[src/rtl/change_event_logger_if.sv]
// Event read-out bus of change_event_logger: show-ahead FIFO head plus handshake.
// Latency: n/a (wiring only).
// Backpressure: the reader holds ev_ready low to stall; the head stays stable meanwhile.
//   ev_valid  head entry present         ev_ready  reader accepts head
//   ev_time   head timestamp             ev_chg    head change mask {b, r}
//   ev_r      head r value               ev_b      head b value
interface change_event_logger_if #(
    parameter int WIDTH    = 32,
    parameter int TS_WIDTH = 16
) ();
    logic                ev_valid;
    logic                ev_ready;
    logic [TS_WIDTH-1:0] ev_time;
    logic [1:0]          ev_chg;
    logic [WIDTH-1:0]    ev_r;
    logic [WIDTH-1:0]    ev_b;

    modport master (
        output ev_valid, ev_time, ev_chg, ev_r, ev_b,
        input  ev_ready
    );

    modport slave (
        input  ev_valid, ev_time, ev_chg, ev_r, ev_b,
        output ev_ready
    );
endinterface

[src/rtl/change_event_logger.sv]
// Logs every change of two watched buses as {timestamp, change mask, r, b} into a FIFO.
// Latency: a change seen at edge k is at the FIFO head right after edge k (empty FIFO).
// Backpressure: ev_ready low stalls the head; pushes into a full FIFO without a pop are dropped and counted.
// Ports:
//   clk, reset_n        clock, asynchronous active-low reset
//   enable              1 = log changes, 0 = track values only
//   r_in, b_in          watched buses
//   ev (master)         event read-out bus (valid/ready, show-ahead)
//   count               entries held, 0..DEPTH
//   overflow, drop_cnt  sticky drop flag and saturating drop counter
//   ovf_clr             synchronous clear of overflow and drop_cnt
module change_event_logger #(
    parameter int  WIDTH    = 32,
    parameter int  TS_WIDTH = 16,
    parameter int  DEPTH    = 8,
    localparam int AW       = $clog2(DEPTH)
) (
    input  logic                  clk,
    input  logic                  reset_n,
    input  logic                  enable,
    input  logic [WIDTH-1:0]      r_in,
    input  logic [WIDTH-1:0]      b_in,
    change_event_logger_if.master ev,
    output logic [AW:0]           count,
    output logic                  overflow,
    input  logic                  ovf_clr,
    output logic [7:0]            drop_cnt
);

    typedef struct packed {
        logic [TS_WIDTH-1:0] ts;
        logic [1:0]          chg;
        logic [WIDTH-1:0]    r;
        logic [WIDTH-1:0]    b;
    } entry_t;

    logic [TS_WIDTH-1:0] ts;
    logic                primed;
    logic [WIDTH-1:0]    prev_r;
    logic [WIDTH-1:0]    prev_b;
    // Counters carry one extra bit so full and empty are distinguishable.
    logic [AW:0]         wr_cnt;
    logic [AW:0]         rd_cnt;
    entry_t              mem [DEPTH];

    logic [1:0]          chg;
    logic                push;
    logic                pop;
    logic                full;
    logic                wr_en;
    logic                drop;
    logic                head_vld;
    entry_t              entry_in;
    entry_t              head;

    always_comb begin
        // The first edge after reset reports both buses as changed, like a
        // simulator's initial-value event.
        chg      = primed ? {b_in != prev_b, r_in != prev_r} : 2'b11;
        push     = enable && (chg != 2'b00);
        count    = wr_cnt - rd_cnt;
        head_vld = (count != '0);
        full     = (count == (AW+1)'(DEPTH));
        pop      = head_vld && ev.ev_ready;
        // A pop on the same edge frees the slot, so a full FIFO still accepts.
        wr_en    = push && (!full || pop);
        drop     = push && full && !pop;
        entry_in = '{ts: ts, chg: chg, r: r_in, b: b_in};
        head     = mem[rd_cnt[AW-1:0]];
    end

    // Head fields read zero whenever nothing is held (including during reset).
    assign ev.ev_valid = head_vld;
    assign ev.ev_time  = head_vld ? head.ts  : '0;
    assign ev.ev_chg   = head_vld ? head.chg : '0;
    assign ev.ev_r     = head_vld ? head.r   : '0;
    assign ev.ev_b     = head_vld ? head.b   : '0;

    always_ff @(posedge clk or negedge reset_n) begin
        if (!reset_n) begin
            ts       <= '0;
            primed   <= 1'b0;
            prev_r   <= '0;
            prev_b   <= '0;
            wr_cnt   <= '0;
            rd_cnt   <= '0;
            overflow <= 1'b0;
            drop_cnt <= '0;
        end else begin
            ts     <= ts + TS_WIDTH'(1);
            primed <= 1'b1;
            // Previous values track the buses even while logging is disabled.
            prev_r <= r_in;
            prev_b <= b_in;
            if (wr_en) begin
                wr_cnt <= wr_cnt + (AW+1)'(1);
            end
            if (pop) begin
                rd_cnt <= rd_cnt + (AW+1)'(1);
            end
            // A drop on the same edge as a clear wins: the new drop is counted.
            if (drop) begin
                overflow <= 1'b1;
                if (ovf_clr) begin
                    drop_cnt <= 8'd1;
                end else if (drop_cnt != 8'hFF) begin
                    drop_cnt <= drop_cnt + 8'd1;
                end
            end else if (ovf_clr) begin
                overflow <= 1'b0;
                drop_cnt <= '0;
            end
        end
    end

    // Storage needs no reset: the pointers alone decide what is visible.
    always_ff @(posedge clk) begin
        if (wr_en) begin
            mem[wr_cnt[AW-1:0]] <= entry_in;
        end
    end

endmodule

[src/flat_wrapper.sv]
// flat-port wrapper written by rule: the top's interface ports become plain ports
module change_event_logger_flat 
#(
    parameter int  WIDTH    = 32,
    parameter int  TS_WIDTH = 16,
    parameter int  DEPTH    = 8,
    localparam int AW       = $clog2(DEPTH)
)
  (clk, reset_n, enable, r_in, b_in, count, overflow, ovf_clr, drop_cnt, ev_ev_valid, ev_ev_time, ev_ev_chg, ev_ev_r, ev_ev_b, ev_ev_ready);
  change_event_logger_if #(.WIDTH(WIDTH), .TS_WIDTH(TS_WIDTH)) ev_i ();
  input  logic clk;
  input  logic reset_n;
  input  logic enable;
  input  logic [WIDTH-1:0] r_in;
  input  logic [WIDTH-1:0] b_in;
  output logic [AW:0] count;
  output logic overflow;
  input  logic ovf_clr;
  output logic [7:0] drop_cnt;
  output wire logic [$bits(ev_i.ev_valid)-1:0] ev_ev_valid;
  output wire logic [$bits(ev_i.ev_time)-1:0] ev_ev_time;
  output wire logic [$bits(ev_i.ev_chg)-1:0] ev_ev_chg;
  output wire logic [$bits(ev_i.ev_r)-1:0] ev_ev_r;
  output wire logic [$bits(ev_i.ev_b)-1:0] ev_ev_b;
  input wire logic [$bits(ev_i.ev_ready)-1:0] ev_ev_ready;
  assign ev_ev_valid = ev_i.ev_valid;
  assign ev_ev_time = ev_i.ev_time;
  assign ev_ev_chg = ev_i.ev_chg;
  assign ev_ev_r = ev_i.ev_r;
  assign ev_ev_b = ev_i.ev_b;
  assign ev_i.ev_ready = ev_ev_ready;
  change_event_logger #(.WIDTH(WIDTH), .TS_WIDTH(TS_WIDTH), .DEPTH(DEPTH)) u_core (.clk(clk), .reset_n(reset_n), .enable(enable), .r_in(r_in), .b_in(b_in), .ev(ev_i), .count(count), .overflow(overflow), .ovf_clr(ovf_clr), .drop_cnt(drop_cnt));
endmodule
[config.mk]
export PLATFORM = sky130hd
export DESIGN_NAME = change_event_logger_flat
export DESIGN_NICKNAME = d
export VERILOG_FILES = /design/src/rtl/change_event_logger_if.sv /design/src/rtl/change_event_logger.sv /design/src/flat_wrapper.sv
export SDC_FILE = /design/constraint.sdc
export NUM_CORES = 1
export LEC_CHECK = 0
export ABC_AREA = 1
export BUFFER_PORTS_ARGS = -buffer_cell sky130_fd_sc_hd__buf_2
export CAP_MARGIN = 15
export CORE_ASPECT_RATIO = 0.7
export CORE_UTILIZATION = 52
export CTS_CLUSTER_DIAMETER = 60
export CTS_CLUSTER_SIZE = 30
export DETAILED_ROUTE_END_ITERATION = 8
export PLACE_DENSITY = 0.7
export SYNTH_ARGS = -nofsm -noshare
export SYNTH_HDL_FRONTEND = slang
export SYNTH_SLANG_ARGS = --single-unit
[constraint.sdc]
create_clock -name clk -period 8.19 [get_ports clk]
set_input_delay 0.819 -clock clk [delete_from_list [all_inputs] [get_ports clk]]
set_output_delay 0.819 -clock clk [all_outputs]
set_load 0.01 [all_outputs]
==> parameters.txt, run 1 <==
Parameter                              Value

Status
  Status ... finished clean

Global routing
  Initial antenna violation count ... 1
  Total gr overflow ... 0
  Wire length of the first global-routing pass ... 102 mm
  Number of global-route vias before repair ... between 15000 and 20000
  Largest net degree at the start of global routing ... 255
  Overall routing resource usage ... 22.6%

Setup path
  Maximum net fanout on the critical path ... 109
  Slack of the worst reg-to-reg path ... approximately 3.4 ns
  Reg-to-reg startpoint ... u_core.rd_cnt[2]$_DFFE_PN0P_
  CP Class ... reg -> out
  Required time of the critical path ... roughly 7.4 ns
  Setup crit start kind ... register
  Critical register-to-register path endpoint ... u_core.mem[0][21]$_DFFE_PP_
  Critical Path End Type ... output pin
  Arr. time, crit path ... 4.91 ns
  Launching instance or port of the critical path ... u_core.rd_cnt[1]$_DFFE_PN0P_
  CP endpoint ... ev_ev_time[11]
  FF-to-FF path depth ... 10

Power
  P_int ... between 7 and 8 mW
  Share of power burned in combinational logic ... roughly 38%
  Power per standard cell area ... 361 nW/um^2
  Share of power burned in registers ... 42.4%
  Sw Share ... 38.7%
  Leakage power ... roughly 12 nW
  NetSw ... approximately 4.6 mW
  Part of the total power dissipated in the clock network ... roughly a fifth
  Maximum vdd drop ... 312 uV
  Total power ... 11.8 mW

Placement
  Final Wtd Congestion ... 0.779
  Placed cell count ... 3110
  Worst Setup Slack post-DPL ... 3.13 ns
  PortBufs ... 164
  Final HPWL from detailed placement ... 36.6 mm

Yosys
  Post-synth net total ... 2385
  Distinct cell type count of the synthesized netlist ... 33
  Mean instance size in the synthesized netlist ... 13.0 sq um
  Flops & latches, synth ... 754
  Ranking of synthesized cells by area ... edfxtp_1, dfrtp_1, nand2_1
  Yosys warning count ... 0
  Cell type with the highest aggregate area in the netlist ... edfxtp_1
  Share of the synthesized area in the top cell type ... between 60% and 70%
  Part of the Yosys area used for sequential elements ... 74.0%
  Number of cells produced by synthesis ... 2308
  Area of the mapped netlist ... 29900 sq um

Die
  Io pins ... 165
  Die Span Y ... 203 microns
  Total number of placement rows ... 73
  Initial cell density of the core ... 52.7%
  Die area ... 58500 sq um
  Die width ... 289 microns
  Core outline area ... 56800 sq um

Routing
  Via/cell ratio ... 5.76
  First-iteration detailed-routing DRC count ... 1883
  Average wire per standard cell ... between 20 and 25 microns
  Number of search-and-repair iterations in the first detailed-routing pass ... 5
  Total met2 wirelength after detailed routing ... 30.7 mm
  Detailed route wirelength on metal3 ... between 4 and 5 mm
  Residual antenna-violating net count after detailed routing ... 0
  Wire length reported by the detailed router ... around 66 mm
  Detailed-route wire length on metal 1 ... between 30 and 40 mm
  DRC viols ... 0
  Total number of vias ... 18300
  Uppermost layer routed ... met4

Final layout
  Filler cells ... ~4400
  Fraction of layout instances using a drive strength above 1 ... 11.7%
  Most common cell after layout, fill and taps aside ... edfxtp_1
  Commonest cells after routing, fill and taps aside ... edfxtp_1, nand2_1, a21oi_1
  Layout net count ... approximately 2500
  P&R area growth vs syn ... 9.56%
  Fin cells ... 3182

Timing
  Achievable clock frequency ... 174 MHz
  RSZ-0062 raised after global routing ... no
  Layout Skew ... 0.0282 ns
  Final number of max-transition violations ... 0
  Transition time of the tightest slew-check pin ... 1.48 ns
  Final hold violations ... 0
  Relative slew slack ... 1.11%
  Final TNS setup ... 0 ns
  Smallest hold slack ... 0.231 ns
  Shortest clock period the worst path allows after layout ... ~5.7 ns
  Final setup fails ... 0
  Final setup margin ... approximately 2.5 ns
  Final period utilization ... 70.0%

Clocking
  Count of clock tree sinks ... 754
  CTS Hold Bufs ... 0
  Clock slew at reported path FFs ... roughly 0.11 ns
  Post-CTS setup-driven buffer insertion count ... 0
  Count of instances resized after the clock tree is built ... 0
  Clock latency on the worst-skew pair ... approximately 0.59 ns
  CTS root buffer ... clkbuf_16
  Clock tree from TritonCTS ... done
  Inserted Clock Buffers ... 39
  Deepest clock path buffer count ... 3
  H-tree levels ... 2

Job
  Number of max-cap violations ... 0

Min path
  Kind of path behind the tightest hold check ... in -> async
[sequential cells by signal (all words and copies together), names as in the netlist]
register and cells:
u_core.drop_cnt 8, u_core.prev_b 32, u_core.mem 656, u_core.ts 16
u_core.prev_r 32, u_core.wr_cnt 4, u_core.primed 1, u_core.rd_cnt 4
u_core.overflow 1
[power by group through the flow]
stage | clock (mW) | combinational, mW | sequential, mW
floorplan | 0 | 3.00 | 4.99
global placement | 0 | 4.41 | 5.09
detailed placement | 0 | 4.51 | 5.11
CTS | 2.39 | 4.52 | 5.02
global route | 2.52 | 4.91 | 5.08
finish | 2.34 | 4.48 | 5.02
[metrics by stage]
step,cell area (sq um),utilization [%]
after floorplan,29900,-
after global placement,31400,55.2
after detailed placement,31400,55.2
after CTS,32800,57.7
after global routing,32800,57.7
final,32800,57.7
[worst max-delay path, stage by stage (launching register included)]
cell and delay [ns]:
dfrtp_4 0.60, inv_8 0.50, buf_4 0.76, buf_4 0.84
a21oi_1 0.09, a22oi_1 0.25, nor2_1 0.07, a211oi_1 0.79
buf_2 0.28
[synthesized netlist by cell type]
| cell | count |
|---|---|
| nor2_4 | 2 |
| o21ai_0 | 19 |
| buf_4 | 8 |
| dfrtp_1 | 98 |
| xnor2_1 | 21 |
| conb_1 | 1 |
| nand3b_1 | 1 |
| nor3_4 | 1 |
| inv_2 | 2 |
| fa_1 | 1 |
| nand4_2 | 1 |
| nand4_1 | 2 |
| nor3_2 | 1 |
| nand3_1 | 25 |
| ha_1 | 7 |
| edfxtp_1 | 656 |
| buf_2 | 40 |
| xor2_1 | 17 |
| nand2_1 | 569 |
| a21oi_1 | 252 |
| nor2_1 | 137 |
| clkinv_1 | 2 |
| and3_1 | 3 |
| nand3_2 | 1 |
| clkbuf_1 | 74 |
| a22oi_1 | 82 |
| inv_1 | 91 |
| buf_1 | 14 |
| o21a_1 | 2 |
| a32o_1 | 82 |
| nor3_1 | 6 |
| a211oi_1 | 82 |
| or2_2 | 8 |
[worst min path at each step]
stage                                  from                              to  depth (start not counted)
2_1_floorplan  u_core.rd_cnt[3]$_DFFE_PN0P_    u_core.rd_cnt[3]$_DFFE_PN0P_                          1
3_3_place_gp    u_core.overflow$_DFFE_PN0P_     u_core.overflow$_DFFE_PN0P_                          2
3_5_place_dp    u_core.overflow$_DFFE_PN0P_     u_core.overflow$_DFFE_PN0P_                          2
4_1_cts                             reset_n  u_core.drop_cnt[0]$_DFFE_PN0P_                          1
5_1_grt                             reset_n  u_core.drop_cnt[0]$_DFFE_PN0P_                          1
6_report                            reset_n  u_core.drop_cnt[0]$_DFFE_PN0P_                          1
[kinds of logic (layout without fill, tap and decap cells)]
group,Yosys count,count (layout),synth area share [%]
AOI/OAI and AO/OA,519,519,11.4
xor gates and xnor gates,38,38,1.11
adders and majority gates,8,8,0.359
buffers and inverters,231,354,3.16
DFF,754,754,74.0
other,1,2,0.0125
and+or+nand+nor,757,757,9.91
[layer usage]
metal,vias up,global-route usage [%]
met5,-,0
met4,0,4.68
met3,67,3.10
met2,526,35.6
met1,9226,33.9
li1,8522,-
[final cells by class]
cell class / instances / area [sq um] / area share [%]
Antenna cell: 1 / 2.50 / 0.00763
Tap cell: 750 / 938 / 2.86
Clock buffer: 47 / 1090 / 3.33
Multi-Input combinational cell: 1323 / 6890 / 21.0
Inverter: 95 / 373 / 1.14
Timing Repair Buffer: 188 / 1020 / 3.10
Sequential cell: 754 / 22200 / 67.6
Clock inverter: 24 / 318 / 0.969
Power figures use the tool's default switching activity.
==> run 2: changes to the inputs <==
- PLACE_DENSITY: 0.7 -> 0.72
- clock period: 8.19 -> 4.7 ns (I/O delays scaled with it)
==> parameters.txt, run 2 (synthesis gave the netlist of run 1 again) <==
Parameter                              Value

Status
  Status ... finished clean

Power
  NetSw ... approximately 8.1 mW
  Part of the total power dissipated in the clock network ... slightly below 20%
  Sw Share ... between 30% and 40%
  P_int ... 12.7 mW
  Power per standard cell area ... 631 nW/um^2
  Maximum vdd drop ... between 700 and 800 uV
  Share of power burned in combinational logic ... 39.4%
  Share of power burned in registers ... between 40% and 50%
  Leakage power ... approximately 12 nW

Global routing
  Total gr overflow ... 0
  Largest net degree at the start of global routing ... 221
  Wire length of the first global-routing pass ... 105 mm
  Number of global-route vias before repair ... 18200
  Overall routing resource usage ... 23.3%
  Initial antenna violation count ... 3

Clocking
  Count of instances resized after the clock tree is built ... 0
  Clock slew at reported path FFs ... between 0.1 and 0.15 ns
  H-tree levels ... 2
  Inserted Clock Buffers ... 38
  CTS Hold Bufs ... 1
  Clock latency on the worst-skew pair ... ~0.60 ns
  CTS root buffer ... clkbuf_16
  Clock tree from TritonCTS ... done
  Deepest clock path buffer count ... 3
  Count of clock tree sinks ... 754
  Post-CTS setup-driven buffer insertion count ... 0

Final layout
  Max FFs per register ... 656
  P&R area growth vs syn ... 10.2%
  Commonest cells after routing, fill and taps aside ... edfxtp_1, nand2_1, a21oi_1
  Fraction of layout instances using a drive strength above 1 ... 12.0%
  Layout net count ... 2489
  Most common cell after layout, fill and taps aside ... edfxtp_1

Die
  Initial cell density of the core ... ~53%
  Die area ... 58500 sq um
  Die width ... 289 microns
  Total number of placement rows ... between 70 and 80
  Die Span Y ... 203 microns
  Io pins ... 165
  Core outline area ... 56800 sq um

Job
  Number of max-cap violations ... 0

Setup path
  FF-to-FF path depth ... 10
  Slack of the worst reg-to-reg path ... 0.95 ns
  Critical Path End Type ... output pin
  Required time of the critical path ... 4.23 ns
  Reg-to-reg startpoint ... u_core.rd_cnt[0]$_DFFE_PN0P_
  Critical register-to-register path endpoint ... u_core.mem[4][51]$_DFFE_PP_
  Maximum net fanout on the critical path ... ~110
  CP Class ... reg -> out
  Arr. time, crit path ... around 3.7 ns
  Setup crit start kind ... register

Timing
  Transition time of the tightest slew-check pin ... ~1.2 ns
  Relative slew slack ... 17.1%
  RSZ-0062 raised after global routing ... no
  Layout Skew ... 0.0337 ns
  Achievable clock frequency ... between 200 and 250 MHz
  Final hold violations ... 0
  Final period utilization ... 87.6%
  Final setup fails ... 0
  Smallest hold slack ... ~0.076 ns
  Shortest clock period the worst path allows after layout ... slightly above 4 ns
  Final number of max-transition violations ... 0
  Final TNS setup ... 0 ns

Min path
  Hold path startpoint ... b_in[17]
  Cells on Worst Hold Path ... 1
  Worst Hold End ... u_core.prev_b[17]$_DFF_PN0_
  Kind of path behind the tightest hold check ... in -> reg

Routing
  DRC viols ... 0
  Wire length reported by the detailed router ... 68.1 mm
  Total number of vias ... about 19000
  Residual antenna-violating net count after detailed routing ... 0
  First-iteration detailed-routing DRC count ... 1958
  Via/cell ratio ... 5.83
  Number of search-and-repair iterations in the first detailed-routing pass ... 5
  Average wire per standard cell ... 21.3 microns

Placement
  PortBufs ... 164
  Final Wtd Congestion ... 0.798
  Final HPWL from detailed placement ... 38.8 mm
==> run 2: changes by cell type in the layout (fill, tap and decap cells not counted), moves of 2 or more <==
cell | previous run | this run
inv_16 | 0 | 3
clkbuf_16 | 43 | 41
buf_4 | 24 | 22
inv_8 | 8 | 5
clkinv_2 | 1 | 3
buf_12 | 1 | 14
clkinv_8 | 6 | 3
clkbuf_1 | 4 | 6
==> run 2: stage by stage <==
step           total power [mW]  area (sq um)  instances  setup WS [ns]  util, %
2_1_floorplan              13.9         29900       2308          -1.33        -
3_3_place_gp               16.7         31600       3121           1.14     55.7
3_5_place_dp               17.0         31600       3121           1.03     55.7
4_1_cts                    20.9         33000       3192          0.531     58.1
5_1_grt                    21.9         33000       3193          0.291     58.1
6_report                   20.8         33000       3193          0.584     58.1
==> run 2: how the worst max path moves through the flow <==
stage                                            start  depth (start not counted)  slack, ns                     endpoint
after global routing      u_core.rd_cnt[0]$_DFFE_PN0P_                          6       0.29               ev_ev_time[12]
final                     u_core.rd_cnt[0]$_DFFE_PN0P_                          7       0.58                 ev_ev_chg[0]
after global placement    u_core.rd_cnt[0]$_DFFE_PN0P_                         10       1.14  u_core.mem[4][46]$_DFFE_PP_
after CTS                 u_core.rd_cnt[0]$_DFFE_PN0P_                          7       0.53                 ev_ev_chg[0]
after detailed placement  u_core.rd_cnt[0]$_DFFE_PN0P_                         10       1.03  u_core.mem[4][46]$_DFFE_PP_
after floorplan           u_core.rd_cnt[1]$_DFFE_PN0P_                         11      -1.33   u_core.mem[0][0]$_DFFE_PP_
==> run 2: final cells by class <==
class,instances,area (sq um)
inverter,95,373
clock buffer,47,1050
timing repair buffer,200,1270
fill,4419,23800
multi-input combinational,1323,6890
clock inverter,23,307
antenna,1,2.50
sequential,754,22200
tap,750,938
==> run 2: layer usage <==
layer	wire length (microns)	track usage, %	share of wire (%)
met1	30400	35.4	45
met2	31600	35.8	46
met3	4960	3.51	7.3
met4	1080	5.24	1.6
met5	17	0	0.025
==> run 2: power groups by stage <==
stage	clock, mW	combinational, mW	sequential, mW
after CTS	4.10	8.27	8.58
after global placement	0	8.05	8.70
after floorplan	0	5.23	8.68
final	4.03	8.20	8.58
after detailed placement	0	8.23	8.73
after global routing	4.31	8.96	8.65
==> run 2: critical path: stages (launching register included) <==
cell	delay (ns)
dfrtp_4	0.71
inv_8	0.54
buf_4	0.55
a21oi_1	0.13
a22oi_1	0.22
nor2_1	0.07
a211oi_1	0.51
buf_2	0.24
==> run 3: changes to the inputs <==
- CORE_UTILIZATION: 52 -> 45
- PLACE_DENSITY: 0.72 -> not set
- SETUP_SLACK_MARGIN: not set -> 0.1
- clock period: 4.7 -> 4.8 ns (I/O delays scaled with it)
==> parameters.txt, run 3 (synthesis gave the netlist of run 1 again) <==
Parameter                              Value

Final layout
  Commonest cells after routing, fill and taps aside ... edfxtp_1, nand2_1, a21oi_1
  Most common cell after layout, fill and taps aside ... edfxtp_1
  P&R area growth vs syn ... 10.8%
  Fraction of layout instances using a drive strength above 1 ... about an eighth
  Fin cells ... 3322
  Final standard cell area without fillers ... 33200 sq um
  Max FFs per register ... 656
  Layout net count ... roughly 2500

Setup path
  Required time of the critical path ... ~4.3 ns
  Critical register-to-register path endpoint ... u_core.mem[6][44]$_DFFE_PP_
  Launching instance or port of the critical path ... u_core.rd_cnt[1]$_DFFE_PN0P_
  FF-to-FF path depth ... 10
  CP endpoint ... ev_ev_b[2]
  Slack of the worst reg-to-reg path ... 1.25 ns
  Reg-to-reg startpoint ... u_core.rd_cnt[1]$_DFFE_PN0P_
  Arr. time, crit path ... 3.88 ns
  Setup crit start kind ... register
  CP Class ... reg -> out
  Maximum net fanout on the critical path ... 57
  Critical Path End Type ... output pin

Global routing
  GRT met2 Usage ... 32.9%
  Busiest grt layer ... met2
  Total gr overflow ... 0
  Overall routing resource usage ... 21.5%
  Wire length of the first global-routing pass ... 109 mm
  Met3 GRT Util ... 2.98%
  Largest net degree at the start of global routing ... between 200 and 250
  Initial antenna violation count ... 3
  Global-route met1 utilization ... 32.7%
  Number of global-route vias before repair ... between 15000 and 20000

Routing
  Average wire per standard cell ... 21.7 microns
  First-iteration detailed-routing DRC count ... approximately 1600
  Residual antenna-violating net count after detailed routing ... 0
  Via/cell ratio ... roughly 5.6
  Number of search-and-repair iterations in the first detailed-routing pass ... 5
  Total number of vias ... 18500
  DRC viols ... 0
  Wire length reported by the detailed router ... 72.0 mm

Timing
  Transition time of the tightest slew-check pin ... ~1.2 ns
  RSZ-0062 raised after global routing ... no
  Achievable clock frequency ... 229 MHz
  Final setup fails ... 0
  Final period utilization ... between 90% and 100%
  Final number of max-transition violations ... 0
  Layout Skew ... 0.0274 ns
  Final setup margin ... around 0.44 ns
  Final hold violations ... 0
  Relative slew slack ... 23.2%
  Shortest clock period the worst path allows after layout ... 4.36 ns

Power
  Maximum vdd drop ... 588 uV
  Power per standard cell area ... 618 nW/um^2
  Leakage power ... between 10 and 15 nW

Clocking
  Count of instances resized after the clock tree is built ... 0
  Clock slew at reported path FFs ... approximately 0.11 ns
  H-tree levels ... 2
  Deepest clock path buffer count ... 3
  Inserted Clock Buffers ... 40
  Clock tree from TritonCTS ... done
  CTS root buffer ... clkbuf_16
  Count of clock tree sinks ... 754
  Clock latency on the worst-skew pair ... 0.60 ns

Die
  Core outline area ... 65300 sq um
  Die Span Y ... 218 microns
  Io pins ... between 150 and 200
  Die area ... 67600 sq um
  Initial cell density of the core ... 45.8%
  Die width ... 310 microns
  Total number of placement rows ... slightly below 80

Placement
  Final HPWL from detailed placement ... 38.3 mm
  PortBufs ... 164
  Placed cell count ... between 3000 and 4000
  Final Wtd Congestion ... 0.768
  Worst Setup Slack post-DPL ... 1.07 ns
  Placement Cell Area ... 31800 sq um

Status
  Status ... finished clean

Job
  Number of max-cap violations ... 0

Min path
  Kind of path behind the tightest hold check ... in -> reg
==> run 3: cell types whose count changed in the layout (fill, tap and decap cells not counted) <==
cell | previous run | this run
diode_2 | 1 | 4
clkinv_8 | 3 | 6
buf_12 | 14 | 15
clkinv_4 | 2 | 5
clkinvlp_4 | 1 | 0
inv_6 | 6 | 1
inv_8 | 5 | 8
inv_16 | 3 | 1
buf_4 | 22 | 16
==> run 3: metrics by stage <==
stage	power [mW]	util (%)	hold WS [ns]	setup TNS (ns)
after floorplan	13.6	-	0.184	-403.58
after global placement	16.6	48.7	0.468	0
after detailed placement	16.7	48.7	0.465	0
after CTS	20.7	50.8	0.0549	0
after global routing	21.7	50.8	0.0673	0
final	20.5	50.8	0.0847	0
==> run 3: worst min-delay path by stage <==
stage / slack, ns / cells past startpoint / endpoint / startpoint
6_report: 0.08 / 1 / u_core.prev_b[14]$_DFF_PN0_ / b_in[14]
5_1_grt: 0.07 / 1 / u_core.prev_b[14]$_DFF_PN0_ / b_in[14]
4_1_cts: 0.05 / 1 / u_core.prev_b[17]$_DFF_PN0_ / b_in[17]
3_5_place_dp: 0.47 / 2 / u_core.overflow$_DFFE_PN0P_ / u_core.overflow$_DFFE_PN0P_
3_3_place_gp: 0.47 / 2 / u_core.overflow$_DFFE_PN0P_ / u_core.overflow$_DFFE_PN0P_
2_1_floorplan: 0.18 / 0 / u_core.drop_cnt[0]$_DFFE_PN0P_ / reset_n
==> run 3: critical path, cell delays in order, from the launching register on <==
cell      delay [ns]
dfrtp_4         0.61
inv_8           0.34
ha_1            0.30
nand3_1         0.09
nand2_1         0.07
xnor2_1         0.39
nand3_2         0.17
clkinv_2        0.45
buf_4           0.49
a211oi_1        0.11
buf_2           0.19
==> run 3: what timing repair did <==
| action | 4_1_cts | 5_1_grt |
|---|---|---|
| setup buffers | 0 | 0 |
| hold endpoints to repair | 43 | 0 |
| hold buffers | 1 | 0 |
==> run 3: layout make-up <==
cell class,instances,area [sq um]
antenna,4,10.0
inverter,95,373
timing repair buffer,195,1250
sequential,754,22200
tap,880,1100
clock buffer,47,1050
clock inverter,24,324
fill,5496,32100
multi-input combinational,1323,6890
==> run 3: routing by layer <==
metal	up-vias	part of all wire [%]
met1	9335	48
met4	4	1.7
met5	-	0.028
met2	490	45
met3	80	5.3
li1	8558	-
==> run 3: where the power goes <==
| group | total (mW) | switching, mW | internal (mW) | leakage (nW) |
|---|---|---|---|---|
| Combinational | 8.17 | 5.53 | 2.64 | 4.11 |
| Sequential | 8.34 | 0.241 | 8.10 | 7.15 |
| Clock | 3.99 | 2.24 | 1.75 | 0.666 |
| Total | 20.5 | 8.01 | 12.5 | 11.9 |
